===== src/rtl/n64_joybus_pkg.sv =====
// Shared definitions for the N64 joybus device: command codes, status reply
// bytes, timer width and the protocol state encoding.
package n64_joybus_pkg;

    localparam logic [7:0] CMD_INFO  = 8'h00;
    localparam logic [7:0] CMD_POLL  = 8'h01;
    localparam logic [7:0] CMD_RESET = 8'hFF;

    localparam logic [7:0] STATUS_B0 = 8'h05;
    localparam logic [7:0] STATUS_B1 = 8'h00;
    localparam logic [7:0] STATUS_B2 = 8'h02;

    // Status reply left-aligned in the 32-bit transmit shifter.
    localparam logic [31:0] STATUS_REPLY = {STATUS_B0, STATUS_B1, STATUS_B2, 8'h00};

    // Wide enough for IDLE_US*US_TICKS at realistic clock rates.
    localparam int TIMER_W = 16;

    typedef enum logic [3:0] {
        IDLE,
        RX_LOW,
        RX_HIGH,
        RX_STOP,
        TURN,
        TX_LOW,
        TX_HIGH,
        TX_STOP,
        WAIT_IDLE
    } state_t;

endpackage


===== src/rtl/n64_joybus_device_bit_tx.sv =====
// Single joybus symbol generator: one data bit (1/3 or 3/1 us low/high) or
// the 2 us device stop pulse. drive is high while the line must be pulled low.
module joybus_bit_tx
    import n64_joybus_pkg::*;
#(
    parameter int US_TICKS = 50
) (
    input  logic clk,
    input  logic reset,
    input  logic start,
    input  logic bit_val,
    input  logic is_stop,
    output logic drive,
    output logic released,
    output logic done
);

    localparam logic [TIMER_W-1:0] T1 = TIMER_W'(US_TICKS);
    localparam logic [TIMER_W-1:0] T2 = TIMER_W'(2 * US_TICKS);
    localparam logic [TIMER_W-1:0] T3 = TIMER_W'(3 * US_TICKS);
    localparam logic [TIMER_W-1:0] T4 = TIMER_W'(4 * US_TICKS);

    logic                active;
    logic [TIMER_W-1:0]  cnt;
    logic [TIMER_W-1:0]  low_len;
    logic [TIMER_W-1:0]  total_len;

    // Symbol timer: a new start always wins so symbols can run back to back.
    always_ff @(posedge clk) begin
        if (reset) begin
            active    <= 1'b0;
            cnt       <= '0;
            low_len   <= '0;
            total_len <= '0;
        end else if (start) begin
            active    <= 1'b1;
            cnt       <= '0;
            low_len   <= is_stop ? T2 : (bit_val ? T1 : T3);
            total_len <= is_stop ? T2 : T4;
        end else if (active) begin
            if (cnt == total_len - TIMER_W'(1)) begin
                active <= 1'b0;
                cnt    <= '0;
            end else begin
                cnt <= cnt + TIMER_W'(1);
            end
        end
    end

    assign drive    = active && (cnt < low_len);
    assign released = active && (cnt >= low_len);
    assign done     = active && (cnt == total_len - TIMER_W'(1));

endmodule


===== src/rtl/n64_joybus_device.sv =====
// N64 controller-side joybus endpoint: decodes one console command byte and
// answers 0x00 (status) and 0x01 (poll) with open-drain reply frames.
// Optional: define JOYBUS_RESET_CMD_EN to answer 0xFF like 0x00 and pulse
// reset_cmd; otherwise 0xFF is ignored and reset_cmd is tied low.
module n64_joybus_device
    import n64_joybus_pkg::*;
#(
    parameter int US_TICKS = 50,
    parameter int IDLE_US  = 8
) (
    input  logic        clk,
    input  logic        reset,
    input  logic        joy_in,
    output logic        joy_oe,
    input  logic [15:0] buttons,
    input  logic [7:0]  stick_x,
    input  logic [7:0]  stick_y,
    output logic        poll_strobe,
    output logic        reset_cmd,
    output logic        busy
);

    localparam logic [TIMER_W-1:0] T2         = TIMER_W'(2 * US_TICKS);
    localparam logic [TIMER_W-1:0] T2_LAST    = TIMER_W'(2 * US_TICKS - 1);
    localparam logic [TIMER_W-1:0] T5         = TIMER_W'(5 * US_TICKS);
    localparam logic [TIMER_W-1:0] IDLE_TICKS = TIMER_W'(IDLE_US * US_TICKS);
    localparam logic [TIMER_W-1:0] IDLE_LAST  = TIMER_W'(IDLE_US * US_TICKS - 1);

    state_t              state, state_next;
    logic                sync1, line, line_d;
    logic [TIMER_W-1:0]  timer;
    logic [3:0]          bit_cnt;
    logic [7:0]          cmd;
    logic [31:0]         tx_shift;
    logic [5:0]          bits_left;

    logic                timer_clr;
    logic                rx_shift;
    logic                snap_info;
    logic                snap_poll;
    logic                tx_start;
    logic                tx_is_stop;
    logic                tx_drive;
    logic                tx_released;
    logic                tx_done;
`ifdef JOYBUS_RESET_CMD_EN
    logic                reset_hit;
`endif

    // Synchronizer, state register, timers and the RX/TX shift registers.
    always_ff @(posedge clk) begin
        if (reset) begin
            sync1     <= 1'b0;
            line      <= 1'b0;
            line_d    <= 1'b0;
            state     <= IDLE;
            timer     <= '0;
            bit_cnt   <= '0;
            cmd       <= '0;
            tx_shift  <= '0;
            bits_left <= '0;
        end else begin
            sync1  <= joy_in;
            line   <= sync1;
            line_d <= line;
            state  <= state_next;

            if (timer_clr) begin
                timer <= '0;
            end else if (timer != '1) begin
                timer <= timer + TIMER_W'(1);
            end

            if (state == IDLE && state_next == RX_LOW) begin
                cmd     <= '0;
                bit_cnt <= '0;
            end else if (rx_shift) begin
                cmd     <= {cmd[6:0], (timer < T2)};
                bit_cnt <= bit_cnt + 4'd1;
            end

            if (snap_poll) begin
                tx_shift  <= {buttons, stick_x, stick_y};
                bits_left <= 6'd32;
            end else if (snap_info) begin
                tx_shift  <= STATUS_REPLY;
                bits_left <= 6'd24;
            end else if (tx_start && !tx_is_stop) begin
                tx_shift  <= {tx_shift[30:0], 1'b0};
                bits_left <= bits_left - 6'd1;
            end
        end
    end

    // Protocol next-state and per-cycle control strobes.
    always_comb begin
        state_next = state;
        timer_clr  = 1'b0;
        rx_shift   = 1'b0;
        snap_info  = 1'b0;
        snap_poll  = 1'b0;
        tx_start   = 1'b0;
        tx_is_stop = 1'b0;
`ifdef JOYBUS_RESET_CMD_EN
        reset_hit  = 1'b0;
`endif
        case (state)
            IDLE: begin
                timer_clr = 1'b1;
                if (line_d && !line) begin
                    state_next = RX_LOW;
                end
            end
            RX_LOW: begin
                if (line) begin
                    rx_shift   = 1'b1;
                    timer_clr  = 1'b1;
                    state_next = RX_HIGH;
                end else if (timer >= T5) begin
                    timer_clr  = 1'b1;
                    state_next = WAIT_IDLE;
                end
            end
            RX_HIGH: begin
                if (!line) begin
                    timer_clr  = 1'b1;
                    state_next = (bit_cnt == 4'd8) ? RX_STOP : RX_LOW;
                end else if (timer >= IDLE_TICKS) begin
                    state_next = IDLE;
                end
            end
            RX_STOP: begin
                if (line) begin
                    timer_clr  = 1'b1;
                    state_next = WAIT_IDLE;
                    if (cmd == CMD_POLL) begin
                        snap_poll  = 1'b1;
                        state_next = TURN;
                    end else if (cmd == CMD_INFO) begin
                        snap_info  = 1'b1;
                        state_next = TURN;
                    end
`ifdef JOYBUS_RESET_CMD_EN
                    else if (cmd == CMD_RESET) begin
                        snap_info  = 1'b1;
                        reset_hit  = 1'b1;
                        state_next = TURN;
                    end
`endif
                end else if (timer >= T5) begin
                    timer_clr  = 1'b1;
                    state_next = WAIT_IDLE;
                end
            end
            TURN: begin
                if (timer == T2_LAST) begin
                    tx_start   = 1'b1;
                    state_next = TX_LOW;
                end
            end
            TX_LOW: begin
                if (tx_released) begin
                    state_next = TX_HIGH;
                end
            end
            TX_HIGH: begin
                if (tx_done) begin
                    tx_start = 1'b1;
                    if (bits_left == 6'd0) begin
                        tx_is_stop = 1'b1;
                        state_next = TX_STOP;
                    end else begin
                        state_next = TX_LOW;
                    end
                end
            end
            TX_STOP: begin
                if (tx_done) begin
                    timer_clr  = 1'b1;
                    state_next = WAIT_IDLE;
                end
            end
            WAIT_IDLE: begin
                if (!line) begin
                    timer_clr = 1'b1;
                end else if (timer >= IDLE_LAST) begin
                    state_next = IDLE;
                end
            end
            default: begin
                state_next = IDLE;
            end
        endcase
    end

    joybus_bit_tx #(
        .US_TICKS (US_TICKS)
    ) u_bit_tx (
        .clk      (clk),
        .reset    (reset),
        .start    (tx_start),
        .bit_val  (tx_shift[31]),
        .is_stop  (tx_is_stop),
        .drive    (tx_drive),
        .released (tx_released),
        .done     (tx_done)
    );

    assign joy_oe      = tx_drive;
    assign poll_strobe = snap_poll;
    assign busy        = (state != IDLE);
`ifdef JOYBUS_RESET_CMD_EN
    assign reset_cmd   = reset_hit;
`else
    assign reset_cmd   = 1'b0;
`endif

endmodule


===== config.mk =====
export PLATFORM = sky130hd
export DESIGN_NAME = n64_joybus_device
export DESIGN_NICKNAME = d
export VERILOG_FILES = /design/src/rtl/n64_joybus_pkg.sv /design/src/rtl/n64_joybus_device_bit_tx.sv /design/src/rtl/n64_joybus_device.sv
export SDC_FILE = /design/constraint.sdc
export NUM_CORES = 1
export LEC_CHECK = 0
export ABC_AREA = 1
export CAP_MARGIN = 15
export CORE_ASPECT_RATIO = 0.5
export CORE_MARGIN = 8
export CORE_UTILIZATION = 50
export CTS_CLUSTER_SIZE = 8
export DETAILED_ROUTE_END_ITERATION = 7
export HOLD_SLACK_MARGIN = 0.08
export PLACE_DENSITY = 0.68
export SETUP_SLACK_MARGIN = 0.2
export SYNTH_ARGS = -nofsm -noshare
export SYNTH_HDL_FRONTEND = slang
export SYNTH_SLANG_ARGS = --single-unit

===== constraint.sdc =====
create_clock -name clk -period 7.1 [get_ports clk]
set_clock_uncertainty 0.2 [all_clocks]
set_input_delay 1.42 -clock clk [delete_from_list [all_inputs] [get_ports clk]]
set_output_delay 1.42 -clock clk [all_outputs]
set_load 0.02 [all_outputs]

Word-level counts from Yosys, hierarchy flattened
Cells that the tools add are included.

Logic and storage cells: 110. Output and inout port bits: 4. Flip-flop bits (word level): 122. Bits of input ports: 35.

Multiplexer cells: 49. Add/sub/neg operators: 5. Order comparisons: 6. Eq/ne operators: 14. Reduce and logical (&&, ||, !) cells: 21.

Operators with widths (count): 32-bit 2-to-1 mux (3); 4-bit 2-to-1 mux (14); 4-bit case mux with 9 select lines (1); 16-bit by 1-bit adder with 16-bit output, second input constant (2); 16-bit by 9-bit >= comparator with 1-bit output, second input constant (2); 16-bit 2-to-1 mux (2); 1-bit 2-to-1 mux (20); 6-bit 2-to-1 mux (3); 16-bit == test (1); 16-bit by 7-bit == test with 1-bit output, second input constant (1); 4-bit by 3-bit == test with 1-bit output, second input constant (4); 16-bit >= comparator (1); 16-bit by 8-bit >= comparator with 1-bit output, second input constant (1); 16-bit less-than comparator (1); 16-bit by 7-bit less-than comparator with 1-bit output, second input constant (1); 8-bit 2-to-1 mux (2); 16-bit != test, second input constant (1); 16-bit by 1-bit subtractor with 16-bit output, second input constant (1); 2-bit OR reduction (6); 4-bit by 1-bit == test with 1-bit output, second input constant (2); 4-bit by 2-bit == test with 1-bit output, second input constant (2); 4-bit == test, second input constant (2); 8-bit by 1-bit == test with 1-bit output, second input constant (1); 8-bit logical NOT (1); other kinds (13) (20).

Logic depth before layout (Yosys ltp)
Gate-level depths: netlist of the first run.

Depth in word-level cells: 10. Gate-level depth with buffers: 19. Gate-level depth less buffers: 19.

Hierarchy
Synthesis of the first run repeated with hierarchy kept, for this count alone.

Cell total of the unflattened synthesis: 845. Area total of the unflattened synthesis: 5750.5 µm².

Modules (own cells, without submodules): n64_joybus_device (seq. area each 1461.4 µm², cells each 616, area an instance 4179.0 µm², times used 1); joybus_bit_tx (seq. area each 460.4 µm², cells each 229, area an instance 1571.5 µm², times used 1).

Least setup slack after synthesis of the first run
Ideal clock, no wire load.

Path type: register to output. From: register u_bit_tx.low_len[6]. To: output joy_oe. Data arrival time: 1346 ps. Cell stages (with the launch flop): 8. Required time: 5480 ps. Buffers on the path: 0. Path slack: 4134 ps. Path through: dfxtp_1 > inv_1 > ha_1 > nand2_1 > inv_1 > a21oi_1 > nand3_1 > nor2_1.

Longest elaborated chain between the ends: 2.

Ends and longest elaborated chain: start: declaration (RTL line n64_joybus_device_bit_tx.sv:25) `logic [TIMER_W-1:0] low_len;`; start signal: assignment (RTL line n64_joybus_device_bit_tx.sv:38) `low_len <= is_stop ? T2 : (bit_val ? T1 : T3);`; 16-bit less-than comparator (RTL line n64_joybus_device_bit_tx.sv:50) `assign drive = active && (cnt < low_len);`; 1-bit logical AND (RTL line n64_joybus_device_bit_tx.sv:50); end: declaration (RTL line n64_joybus_device.sv:14) `output logic joy_oe,`.

No other way between the ends.

Final worst setup path of the first run
From: register state[2]. To: output poll_strobe.

Longest elaborated chain between the ends: 2.

Ends and longest elaborated chain: start: declaration (RTL line n64_joybus_device.sv:29) `state_t state, state_next;`; start signal: assignment (RTL line n64_joybus_device.sv:66) `state <= state_next;`; 4-bit by 2-bit == test with 1-bit output (RTL line n64_joybus_device.sv:107) `case (state)`; 1-bit 2-to-1 mux (RTL line n64_joybus_device.sv:107); end: declaration (RTL line n64_joybus_device.sv:18) `output logic poll_strobe,`.

No other way between the ends.

==> metrics.cfg, run 1 <==
[sta]
setup-tns-final_ns=0
tightest_slew_ns=0.878
rsz0062_at_grt=no
setup_slack_ns=2.50
fmax_mhz=217
whs_ns=0.213
slew_headroom_pct=41.4
slew_violations=0
hold_viol=0
setup_viol=0
min_period_ns=4.60
min_period_over_period_pct=64.8

[place]
dp_slack_ns=2.87
port_buffers=37
place_congestion=0.927
dpl_cell_area_um2=5570
dp_hpwl_um=8400

[floorplanning]
die_x_um=160
ios=39
coreArea_um2=10100
start_util_pct=50.9
dieArea_um2=14000
fp.dieH_um=87.8
std_cell_rows=26

[power_and_ir_drop]
switching_share_pct=23.1
internal_power_mw=0.815
p_comb_share_pct=4.4
p_clk_share_pct=44.5
p_sw_mw=0.245
power_density_nw_per_um2=181
peakVddDrop_mv=0.0966
p_leak_nw=2.29
power.sequential.fraction_pct=51.1
fin_total_pwr_mw=1.06

[clock_network]
clock-sinks=96
cts_buffers=9
htreeDepth=3
hold_buffers=0
clockBufferDepth=2
clkTransAtPathRegs_ns=0.06
clk-insertion-delay-late_ns=0.35
cts_tree=built
root_buffer=clkbuf_16
post_cts_buffers=0
cts_resized=0

[synthesis]
synth_area_um2=5150
synthArstFlopShare_pct=0
syn_nets=824
synth_ff_type=dfxtp_1
synth_top_cell_by_area=dfxtp_1
synth_edf_count=0
yosysTopAreaCellShare_pct=37.3
yosysWarnings=0
synthTopCellsByArea=dfxtp_1, nand2_1, nor2_1
yosysSeqAreaShare_pct=37.3
ys_types=40
synth-seq-cells=96
avgSynthCellArea_um2=6.65
syn_inst=774

[routing]
drt_pass1_iterations=4
drc=0
vias=4748
drt-vias-per-instance=5.03
drt-initial-drc-count=280
finalWirelength_um=11600
wl_per_cell_um=12.3
ant_nets=0

[global_routing]
grt_pass1_vias=4299
antenna_found_initial=0
grt_use_total_pct=16.9
busiest_layer=met2
met1_usage_pct=22.7
grt_use_met3_pct=4.32
grt_util_met2_pct=26.1
overflow=0
grt_max_degree=60
grt_pass1_wl_um=19600

[finish]
layout.nets=848
stdcell_area_um2=5860
multiInputGateArea_um2=2750
seqCellArea_um2=1920
fill_cells=976
drive_above_1_share_pct=4.61
area_growth_pct=13.9
antenna_cells=0

[critical_path]
arrival_ns=2.98
cp_max_fo=30
endpoint_kind=output pin
required_ns=5.48
cp-start-kind=flip-flop
critPathKind=reg2out

[hold_path]
hold_path.class=reg2reg

[run]
maxCapViolCount=0

[status]
status=completed

==> worst max-delay path, cell delays in order, from the launching register on <==
cell and delay (ns):
dfxtp_1 0.34, nor2_1 0.25, inv_1 0.12, nor2_1 0.15, nand2_1 0.07, inv_1 0.12, nand2_1 0.14, inv_1 0.67
clkdlybuf4s50_1 0.76
==> power by group through the flow <==
stage | logic [mW] | clock network, mW | registers, mW
2_1_floorplan | 0.0214 | 0 | 0.554
3_3_place_gp | 0.0468 | 0 | 0.554
3_5_place_dp | 0.0465 | 0 | 0.554
4_1_cts | 0.0467 | 0.487 | 0.541
5_1_grt | 0.0514 | 0.505 | 0.542
6_report | 0.0465 | 0.472 | 0.542
==> area by class of cell <==
| cell class | count | share of cell area [%] |
|---|---|---|
| clock inverter | 6 | 0.875 |
| tap | 140 | 2.99 |
| clock buffer | 10 | 4.08 |
| sequential | 96 | 32.8 |
| timing repair buffer | 39 | 6.57 |
| inverter | 92 | 5.89 |
| multi-input combinational | 560 | 46.8 |
==> flip-flops by register name, indices dropped and copies added, names as in the netlist <==
register and flops:
u_bit_tx.total_len 1, state 4, u_bit_tx.cnt 16, line_d 1, bits_left 6, u_bit_tx.active 1, tx_shift 32, bit_cnt 4
timer 16, line 1, cmd 8, sync1 1, u_bit_tx.low_len 5
==> layout by cell type (no fill, tap or decap), types with 2 or more instances in the layout <==
master / n
clkinv_1: 2
nor3_1: 24
a22o_1: 4
inv_1: 89
clkdlybuf4s50_1: 37
nor3b_1: 3
a21oi_1: 29
o31ai_1: 2
clkbuf_16: 9
nor2_1: 139
o21ai_0: 20
clkinv_4: 3
nor2_2: 10
xor2_1: 15
nor2_4: 2
inv_6: 2
nand2_4: 2
nand2_1: 182
ha_1: 15
xnor2_1: 3
nand3_1: 60
nor4_1: 2
nand4_1: 11
a211oi_1: 10
buf_4: 2
a31oi_1: 9
dfxtp_1: 96
o22ai_1: 6
==> final timing paths <==
| check | startpoint | endpoint | slack (ns) | cells past startpoint |
|---|---|---|---|---|
| worst max register to register | u_bit_tx.low_len[4]$_SDFFE_PP0P_ | tx_shift[0]$_SDFFE_PP0P_ | 3.89 | 16 |
| worst min-delay path | sync1$_SDFF_PP0_ | line$_SDFF_PP0_ | 0.21 | 2 |
| worst max-delay path | state[2]$_SDFF_PP0_ | poll_strobe | 2.50 | 8 |
| worst min register to register | sync1$_SDFF_PP0_ | line$_SDFF_PP0_ | 0.21 | 2 |
==> per-stage QoR <==
| stage | cells | utilization [%] |
|---|---|---|
| 2_1_floorplan | 774 | - |
| 3_3_place_gp | 927 | 55.1 |
| 3_5_place_dp | 927 | 55.1 |
| 4_1_cts | 943 | 58.0 |
| 5_1_grt | 943 | 58.0 |
| 6_report | 943 | 58.0 |
==> cells in the mapped netlist (11+ instances only) <==
master    number
a21oi_1       29
o21ai_0       20
nand3_1       60
nand2_1      182
xor2_1        15
nor3_1        24
inv_1         89
clkbuf_1      12
nand4_1       11
ha_1          15
dfxtp_1       96
nor2_1       139
==> logic make-up (layout without fill, tap and decap cells) <==
logic type                 after synthesis  after routing  synth area share, %
DFF                                     96             96                 37.3
AOI/OAI and AO/OA                       86             86                 9.91
buffers and inverters                  118            147                 9.33
other                                    1              1               0.0728
and+or+nand+nor                        440            440                 36.6
xor gates and xnor gates                18             18                 3.06
adders and majority gates               15             15                 3.65
==> layer usage <==
layer / vias up / wire [um] / share of wire [%]
li1: 2524 / - / -
met1: 2125 / 6100 / 53
met2: 92 / 4810 / 42
met3: 7 / 548 / 4.7
met4: 0 / 104 / 0.90
met5: - / 0 / 0
Power figures use the tool's default switching activity.
==> inputs of run 2 (changes only) <==
- PLACE_DENSITY: 0.68 -> 0.71
- clock period: 7.1 -> 3.89 ns (I/O delays scaled with it)
==> run 2 against run 1 <==
Compared with the run above: setup slack got worse by 1.9 ns; largest power group unchanged; final cell count increased by 0.32%; global-route usage increased by 0.081 points; critical endpoint is now joy_oe.
==> metrics.cfg, run 2 (synthesized netlist as in run 1, its figures left out) <==
[global_routing]
busiest_layer=met2
grt_use_met3_pct=3.99
grt_util_met2_pct=26.8
grt_use_total_pct=16.9
grt_max_degree=60
antenna_found_initial=0
met1_usage_pct=22.8
grt_pass1_wl_um=19600
grt_pass1_vias=4241
overflow=0

[critical_path]
arrival_ns=2.33
critPathKind=reg2out
cp_max_fo=6
cp-start-kind=flip-flop
required_ns=2.91
endpoint_kind=output pin
crit_start=u_bit_tx.cnt[2]$_SDFFE_PP0P_
ff2ff_setup_slack_ns=0.78
reg2reg_from=u_bit_tx.low_len[6]$_SDFFE_PP0P_

[clock_network]
clockBufferDepth=2
clock-sinks=96
clk-insertion-delay-late_ns=0.35
root_buffer=clkbuf_16
clkTransAtPathRegs_ns=0.07
post_cts_buffers=0
htreeDepth=3
cts_resized=0
cts_tree=built
cts_buffers=9
hold_buffers=0

[status]
status=completed

[routing]
drc=0
drt-vias-per-instance=5.03
drt_pass1_iterations=5
vias=4755
wl_per_cell_um=12.3
ant_nets=0
finalWirelength_um=11700
drt-initial-drc-count=275

[finish]
final_cells=946
antenna_cells=0
top_regs=tx_shift: 32 flops, timer: 16 flops, u_bit_tx.cnt: 16 flops
layout.nets=851
drive_above_1_share_pct=4.84
final_common_cell=nand2_1
final_cell_mix=nand2_1, nor2_1, dfxtp_1
largest_register_ffs=32
top_register=tx_shift
area_growth_pct=14.0
fill_cells=996

[run]
maxCapViolCount=0

[sta]
min_period_ns=3.30
tightest_slew_ns=0.635
hold_viol=0
slew_headroom_pct=57.6
setup-tns-final_ns=0
min_period_over_period_pct=84.9
setup_viol=0
rsz0062_at_grt=no
slew_violations=0
fmax_mhz=303

[place]
place_congestion=0.894
port_buffers=37
dp_hpwl_um=8380
dp.cells=930

[floorplanning]
start_util_pct=50.9
ios=39
dieArea_um2=14000
die_x_um=160
std_cell_rows=26
fp.dieH_um=87.8
coreArea_um2=10100

[power_and_ir_drop]
p_leak_nw=2.30
peakVddDrop_mv=0.191
power_density_nw_per_um2=325

[hold_path]
hold_path.class=reg2reg
hp-start=sync1$_SDFF_PP0_

[run 2: changes by cell type in the layout (fill, tap and decap cells not counted)]
cell,previous run,this run
buf_4,2,5
clkbuf_1,0,1
clkbuf_8,1,0
clkinv_2,0,3
clkinv_4,3,1
clkinvlp_4,1,0
inv_6,2,1
inv_8,0,1
[run 2: per-stage QoR]
step	hold slack (ns)	setup slack (ns)	power, mW	utilization (%)	cell area (um2)
6_report	0.202	0.587	1.91	58.0	5870
5_1_grt	0.227	0.425	1.98	58.0	5870
4_1_cts	0.205	0.570	1.93	58.0	5870
3_5_place_dp	0.195	0.812	1.10	55.3	5600
3_3_place_gp	0.189	0.901	1.10	55.3	5600
2_1_floorplan	0.188	1.48	1.05	-	5150
[run 2: worst max-delay path: stages (launching register included)]
cell and delay, ns:
dfxtp_1 0.48, ha_1 0.31, inv_1 0.06, o21bai_1 0.05, o21ai_0 0.21, nand3_1 0.10, nor2_1 0.14, clkdlybuf4s50_1 0.63
[run 2: layer usage]
metal | vias up | wire (um)
li1 | 2534 | -
met1 | 2113 | 6150
met2 | 99 | 4900
met5 | - | 0
met4 | 0 | 120
met3 | 9 | 486
[run 2: final timing paths]
kind | depth (start not counted) | to
worst max register to register | 17 | tx_shift[8]$_SDFFE_PP0P_
worst min register to register | 2 | line$_SDFF_PP0_
worst max-delay path | 7 | joy_oe
worst min-delay path | 2 | line$_SDFF_PP0_
[run 2: layout make-up]
class                           count  area, um2  area share, %
Clock buffer                       10        229           3.90
Clock inverter                      6       43.8          0.746
Inverter                           92        345           5.88
Multi-Input combinational cell    560       2750           46.8
Sequential cell                    96       1920           32.7
Tap cell                          140        175           2.98
Timing Repair Buffer               42        408           6.95
[run 2: power by group]
group / internal, mW / total (mW) / switching, mW
Clock: 0.439 / 0.834 / 0.395
Sequential: 0.986 / 0.989 / 0.00274
Combinational: 0.0438 / 0.0860 / 0.0422
Total: 1.47 / 1.91 / 0.440
